<file path="config.mk">
export PLATFORM = sky130hd
export DESIGN_NAME = left_shift_pipe
export DESIGN_NICKNAME = d
export VERILOG_FILES = /design/src/rtl/left_shift_pipe.sv
export SDC_FILE = /design/constraint.sdc
export NUM_CORES = 1
export LEC_CHECK = 0
export CORE_UTILIZATION = 48
export CTS_BUF_LIST = sky130_fd_sc_hd__clkbuf_16
export DETAILED_ROUTE_END_ITERATION = 8
export PLACE_DENSITY = 0.85
export SYNTH_ARGS = -nofsm -noshare
export SYNTH_HDL_FRONTEND = slang
export SYNTH_SLANG_ARGS = --single-unit
</file>
<file path="constraint.sdc">
create_clock -name clk -period 2.2 [get_ports clk]
set_input_delay 0.66 -clock clk [delete_from_list [all_inputs] [get_ports clk]]
set_output_delay 0.66 -clock clk [all_outputs]
set_load 0.1 [all_outputs]
</file>
<file path="src/rtl/left_shift_pipe.sv">
// left_shift_pipe: pipelined left barrel shifter, one power-of-two stage per cycle, valid/ready on both sides
// Define LSHIFT_ROTATE_EN to rotate instead of zero-fill shifting; out_ovf is then tied 0.
module left_shift_pipe #(
   parameter int WIDTH   = 8,
   parameter int SHAMT_W = $clog2(WIDTH)
) (
   input  logic               clk,
   input  logic               rst_n,
   input  logic               in_valid,
   output logic               in_ready,
   input  logic [WIDTH-1:0]   in_a,
   input  logic [SHAMT_W-1:0] in_b,
   output logic               out_valid,
   input  logic               out_ready,
   output logic [WIDTH-1:0]   out_o,
   output logic               out_ovf
);
   logic [SHAMT_W-1:0] valid, adv, ld;
   logic [WIDTH-1:0]   data [SHAMT_W];
   logic [WIDTH-1:0]   nd   [SHAMT_W];
   logic [SHAMT_W-1:0] b    [SHAMT_W];
   logic [SHAMT_W-1:0] nb   [SHAMT_W];
   logic [WIDTH-1:0]   sa;
   logic [SHAMT_W-1:0] sb;
   logic               go;
`ifndef LSHIFT_ROTATE_EN
   logic [SHAMT_W-1:0] ovf, novf;
   logic               so;
`endif

   // Readiness ripples from the output back to stage 0; go is "downstream can take a word"
   always_comb begin
      go  = out_ready;
      adv = '0;
      for (int i = SHAMT_W - 1; i >= 0; i--) begin
         adv[i] = valid[i] && go;
         go     = !valid[i] || adv[i];
      end
      in_ready = go;
      ld       = (adv << 1) | SHAMT_W'(in_valid && go);
   end

   // Remaining amount bits are kept MSB-aligned, so every stage tests the MSB
   always_comb begin
      nd = '{default: '0};
      nb = '{default: '0};
      sa = in_a;
      sb = in_b;
`ifndef LSHIFT_ROTATE_EN
      novf = '0;
      so   = 1'b0;
`endif
      for (int i = 0; i < SHAMT_W; i++) begin
`ifdef LSHIFT_ROTATE_EN
         nd[i] = sb[SHAMT_W-1] ? (sa << (1 << (SHAMT_W-1-i))) | (sa >> (WIDTH - (1 << (SHAMT_W-1-i)))) : sa;
`else
         nd[i]   = sb[SHAMT_W-1] ? sa << (1 << (SHAMT_W-1-i)) : sa;
         novf[i] = so | (sb[SHAMT_W-1] && |(sa >> (WIDTH - (1 << (SHAMT_W-1-i)))));
         so      = ovf[i];
`endif
         nb[i] = sb << 1;
         sa    = data[i];
         sb    = b[i];
      end
   end

   always_ff @(posedge clk) begin
      if (!rst_n) begin
         valid <= '0;
`ifndef LSHIFT_ROTATE_EN
         ovf <= '0;
`endif
         for (int i = 0; i < SHAMT_W; i++) begin
            data[i] <= '0;
            b[i]    <= '0;
         end
      end else begin
         for (int i = 0; i < SHAMT_W; i++) begin
            if (ld[i]) begin
               valid[i] <= 1'b1;
               data[i]  <= nd[i];
               b[i]     <= nb[i];
`ifndef LSHIFT_ROTATE_EN
               ovf[i]   <= novf[i];
`endif
            end else if (adv[i]) begin
               valid[i] <= 1'b0;
            end
         end
      end
   end

   assign out_valid = valid[SHAMT_W-1];
   assign out_o     = data[SHAMT_W-1];
`ifdef LSHIFT_ROTATE_EN
   assign out_ovf = 1'b0;
`else
   assign out_ovf = ovf[SHAMT_W-1];
`endif
endmodule

</file>
* After elaboration in Yosys (flattened, before gate mapping) *
Memories as Yosys holds them, arrays and structs flattened.
Index checks and enable logic that the tools add are counted.

word-level totals
  memories = 2
  input bits = 15
  register bits after elaboration = 6
  output and inout port bits = 11
  word-level logic and storage cells = 60
  memory bits (writable) = 30

memory list
  name  depth  bits a word  read ports  clocked after memory_dff  write ports  RTL line  source
  data  3      8            3           0                         3            19        logic [WIDTH-1:0] data [SHAMT_W];
  b     3      2            2           0                         3            21        logic [SHAMT_W-1:0] b [SHAMT_W];

operators by class
  reduce and logical (&&, ||, !) cells = 18
  bitwise operators = 9
  muxes and demuxes = 25

operator list
  kind                                         count
  8-bit 2-to-1 mux                             6
  1-bit 2-to-1 mux                             16
  1-bit bitwise OR                             8
  1-bit logical AND                            7
  2-bit 2-to-1 mux                             3
  2-bit nonzero test                           3
  4-bit OR reduction                           1
  1-bit logical NOT                            3
  1-bit logical OR                             3
  3-bit by 1-bit bitwise OR with 3-bit output  1
  2-bit OR reduction                           1

* Depth between registers and ports, before layout *
  depth in word-level cells = 12
  gate-level depth with buffers = 5
  depth with buffers taken out = 3

* Worst setup path before layout *
Ideal clock, no wire load.

  kind = reg2reg
  start = reg valid[2]
  end = mem b[0][0] in the netlist's numbering, enable pin
  data required time = 1.884 ns
  buffers on the path = 0
  period minus slack after synthesis = 3.100 ns
  setup time = 0.316 ns
  cell stages (with the launch flop) = 4
  slack = -0.900 ns
  data arrival time = 2.784 ns
  cells stage by stage = dfxtp_1 -> nand4b_1 -> nand2_1 -> nand2_1

RTL lines
  item                             RTL line  source
  start, declared                  18        logic [SHAMT_W-1:0] valid, adv, ld;
  start signal, assigned           69        valid <= '0;
  start signal, assigned by index  80        valid[i] <= 1'b1;
  start signal, assigned by index  87        valid[i] <= 1'b0;
  end, declared                    21

* Worst setup path after layout *
  start = in out_ready
  end = out in_ready

on the way
  longest elaborated chain between the ends = 6

ends and longest elaborated chain
  item               RTL line  source
  start, declared    14        input logic out_ready,
  1-bit logical AND  36        adv[i] = valid[i] && go;
  1-bit logical OR   37        go = !valid[i] || adv[i];
  1-bit logical AND  36
  1-bit logical OR   37
  1-bit logical AND  36
  1-bit logical OR   37
  end, declared      10        output logic in_ready,

Every way passes these cells.

==> key figures <==
Logic synthesis
  – Synth area leader: edfxtp_1
  – Synth Flop Type: edfxtp_1
  – Mapped Area: 1560 um^2
  – Yosys reg bits: 33
  – Async SR Flop Fraction: 0%
  – Synth cell types: 25
  – Post-synth EDFFs: 27
  – Ys Warns: 0
  – Syn Inst Count: 124
  – Sequential area share after synthesis: 59.7%
  – Mapped Nets: 139
  – Top cells by area, synth: edfxtp_1 (52%), mux2i_1 (12%), dfxtp_1 (7.7%)
  – Synth Area per Inst: around 13 um^2
  – Synth top area share: 52.0%

STA
  – RSZ-0062 raised after global routing: no
  – Max Freq: 486 MHz
  – Max_slew headroom: 70.3%
  – Slew at the pin closest to its max-slew limit: between 0.4 and 0.5 ns
  – Clock period minus worst slack: 2.06 ns
  – Setup Viol. Count Final: 0
  – Worst Skew: between 0.006 and 0.007 ns
  – Count of pins over their slew limit: 0
  – Final period utilization: 93.6%
  – Final Hold Vio Count: 0
  – Final WS setup: 0.141 ns

Pwr
  – PD cells: 856 nW/um^2
  – Static Leak: 0.732 nW
  – Max VDD drop: 0.000442 V

Hold path
  – Worst Hold Launch: ovf[0]
  – Worst hold-check path type: reg2reg

Placement
  – Post-Place Cell Area: 1810 um^2
  – Hpwl dp: 1610 um
  – PortBufs: 25
  – GPL Wtd Cong: 0.760
  – Pre-CTS setup slack: -0.0312 ns

Drt
  – WL/cell: about 13 um
  – Post-DRT Antenna Nets: 0
  – First-pass iteration count of the detailed router: 4
  – Via Count: 1007
  – Detailed Route WL: around 2400 um
  – Drt drc: 0
  – Initial drt markers: 23
  – DR vias/cell: around 5.3

Global routing
  – GRT overflow: 0
  – Routing usage on met2: 27.3%
  – GR Util met1: around 17%
  – Most crowded layer after global routing: met2
  – First-pass GRT wire length: roughly 4000 um
  – Largest net degree at the start of global routing: 28
  – M3 GR Usage: 7.86%
  – Vias in the first global route: roughly 900
  – All-layer global routing usage: about 16%
  – Initial antenna violation count: 0

CTS
  – CTS tree: done
  – Worst-path clk slew: 0.05 ns
  – Clk buf depth: 2
  – CTS Hold Bufs: 0
  – Clk Latency, worst-skew pair: approximately 0.28 ns
  – CTS buffer count: 5
  – CTS H-tree lvls: 2
  – Root buf cell: clkbuf_16
  – Clk sinks: 33

Critical path
  – Critical setup path kind: in2out
  – Crit path launch type: input port
  – Crit path DAT: 1.40 ns
  – CP Capture Type: output pin
  – Worst endpoint required time: between 1.5 and 2 ns
  – Worst r2r src: valid[1]
  – CP Max Fanout: 3
  – Crit path launch: out_ready

Floorplanning
  – Starting Density: between 50% and 60%
  – FP Rows: 20
  – Die Area: 3480 um^2
  – Core footprint: approximately 3000 um^2
  – Die Ht: 59.0 um
  – IO Pins: 26
  – Die Wd: ~59 um

Final layout
  – N_diodes: 0
  – Layout fillers: 223
  – NumNets Final: 159
  – P&R area growth vs syn: 25.3%
  – Design Area, Final: 1950 um^2
  – Share of layout cells above drive strength 1: 19.3%

Flow run
  – Max-cap violation count: 0

Run status
  – Outcome: completed
## synthesized netlist by cell type (all sizes together), types with 3 or more instances
| master | instances |
|---|---|
| a21oi | 6 |
| buf | 14 |
| clkbuf | 3 |
| dfxtp | 6 |
| edfxtp | 27 |
| inv | 4 |
| mux2i | 18 |
| nand2 | 8 |
| nor3 | 18 |
| nor3b | 3 |
| nor4b | 7 |
## layer usage
layer / share of wire (%) / vias up
met2: 50 / 36
li1: - / 497
met1: 43 / 470
met3: 6.2 / 4
met5: 0 / -
met4: 0.46 / 0
## cell families after synthesis
group / count (synthesis) / synth area share [%]
and+or+nand+nor: 43 / 16.4
DFF: 33 / 59.7
buffers and inverters: 21 / 8.26
muxes: 18 / 11.5
AOI/OAI and AO/OA: 9 / 4.17
## state kept, by name (all words and copies together), names as in the netlist
name and count:
data 24, b 3, ovf 3, valid 3
## worst max-delay path: stages
cell and delay [ns]:
dlygate4sd2_1 0.25, nand4b_1 0.26, buf_12 0.23
## power breakdown
part           total [W]  switching, W  internal (W)
clock           0.000660      0.000246      0.000414
sequential      0.000759     0.0000307      0.000728
combinational   0.000255      0.000166     0.0000891
total            0.00167      0.000443       0.00123
## stage by stage
stage / utilization (%) / power, W / TNS [ns] / cells / hold WS [ns]
after floorplan: - / 0.000969 / -3.39 / 124 / 0.434
after global placement: 58.7 / 0.00102 / -0.0165 / 180 / 0.451
after detailed placement: 58.7 / 0.00103 / -0.0312 / 180 / 0.457
after CTS: 63.5 / 0.00168 / 0 / 189 / 0.464
after global routing: 63.5 / 0.00173 / 0 / 189 / 0.505
final: 63.5 / 0.00167 / 0 / 189 / 0.467
## cells in the final DEF (no fill, tap or decap), types with 2 or more instances in the layout
cell	Yosys	layout
a21oi_1	6	6
buf_12	0	3
buf_4	8	13
clkbuf_16	0	5
clkdlybuf4s50_1	0	13
clkinv_2	0	2
dfxtp_1	6	5
edfxtp_1	27	27
inv_1	4	4
mux2i_1	18	18
nand2_1	8	6
nor3_1	18	18
nor3b_1	3	3
nor4b_1	7	7
## timing repair
item / 4_1_cts / 5_1_grt
setup endpoints to repair: 1 / 0
resized for setup: 1 / 0
setup buffers: 1 / 0
## final timing paths
path,end,slack (ns),depth (start not counted)
min,ovf[0],0.47,2
max reg2reg,data[0][5],0.70,5
min reg2reg,ovf[0],0.47,2
max,in_ready,0.14,3
## final cells by class
class	instances	area, um^2	share of cell area, %
Tap cell	44	55.1	2.82
Clock buffer	5	125	6.40
Multi-Input combinational cell	70	510	26.1
Timing Repair Buffer	30	297	15.2
Clock inverter	3	17.5	0.896
Inverter	4	15.0	0.768
Sequential cell	33	935	47.8
No activity file was read; power rests on OpenSTA's default activity.
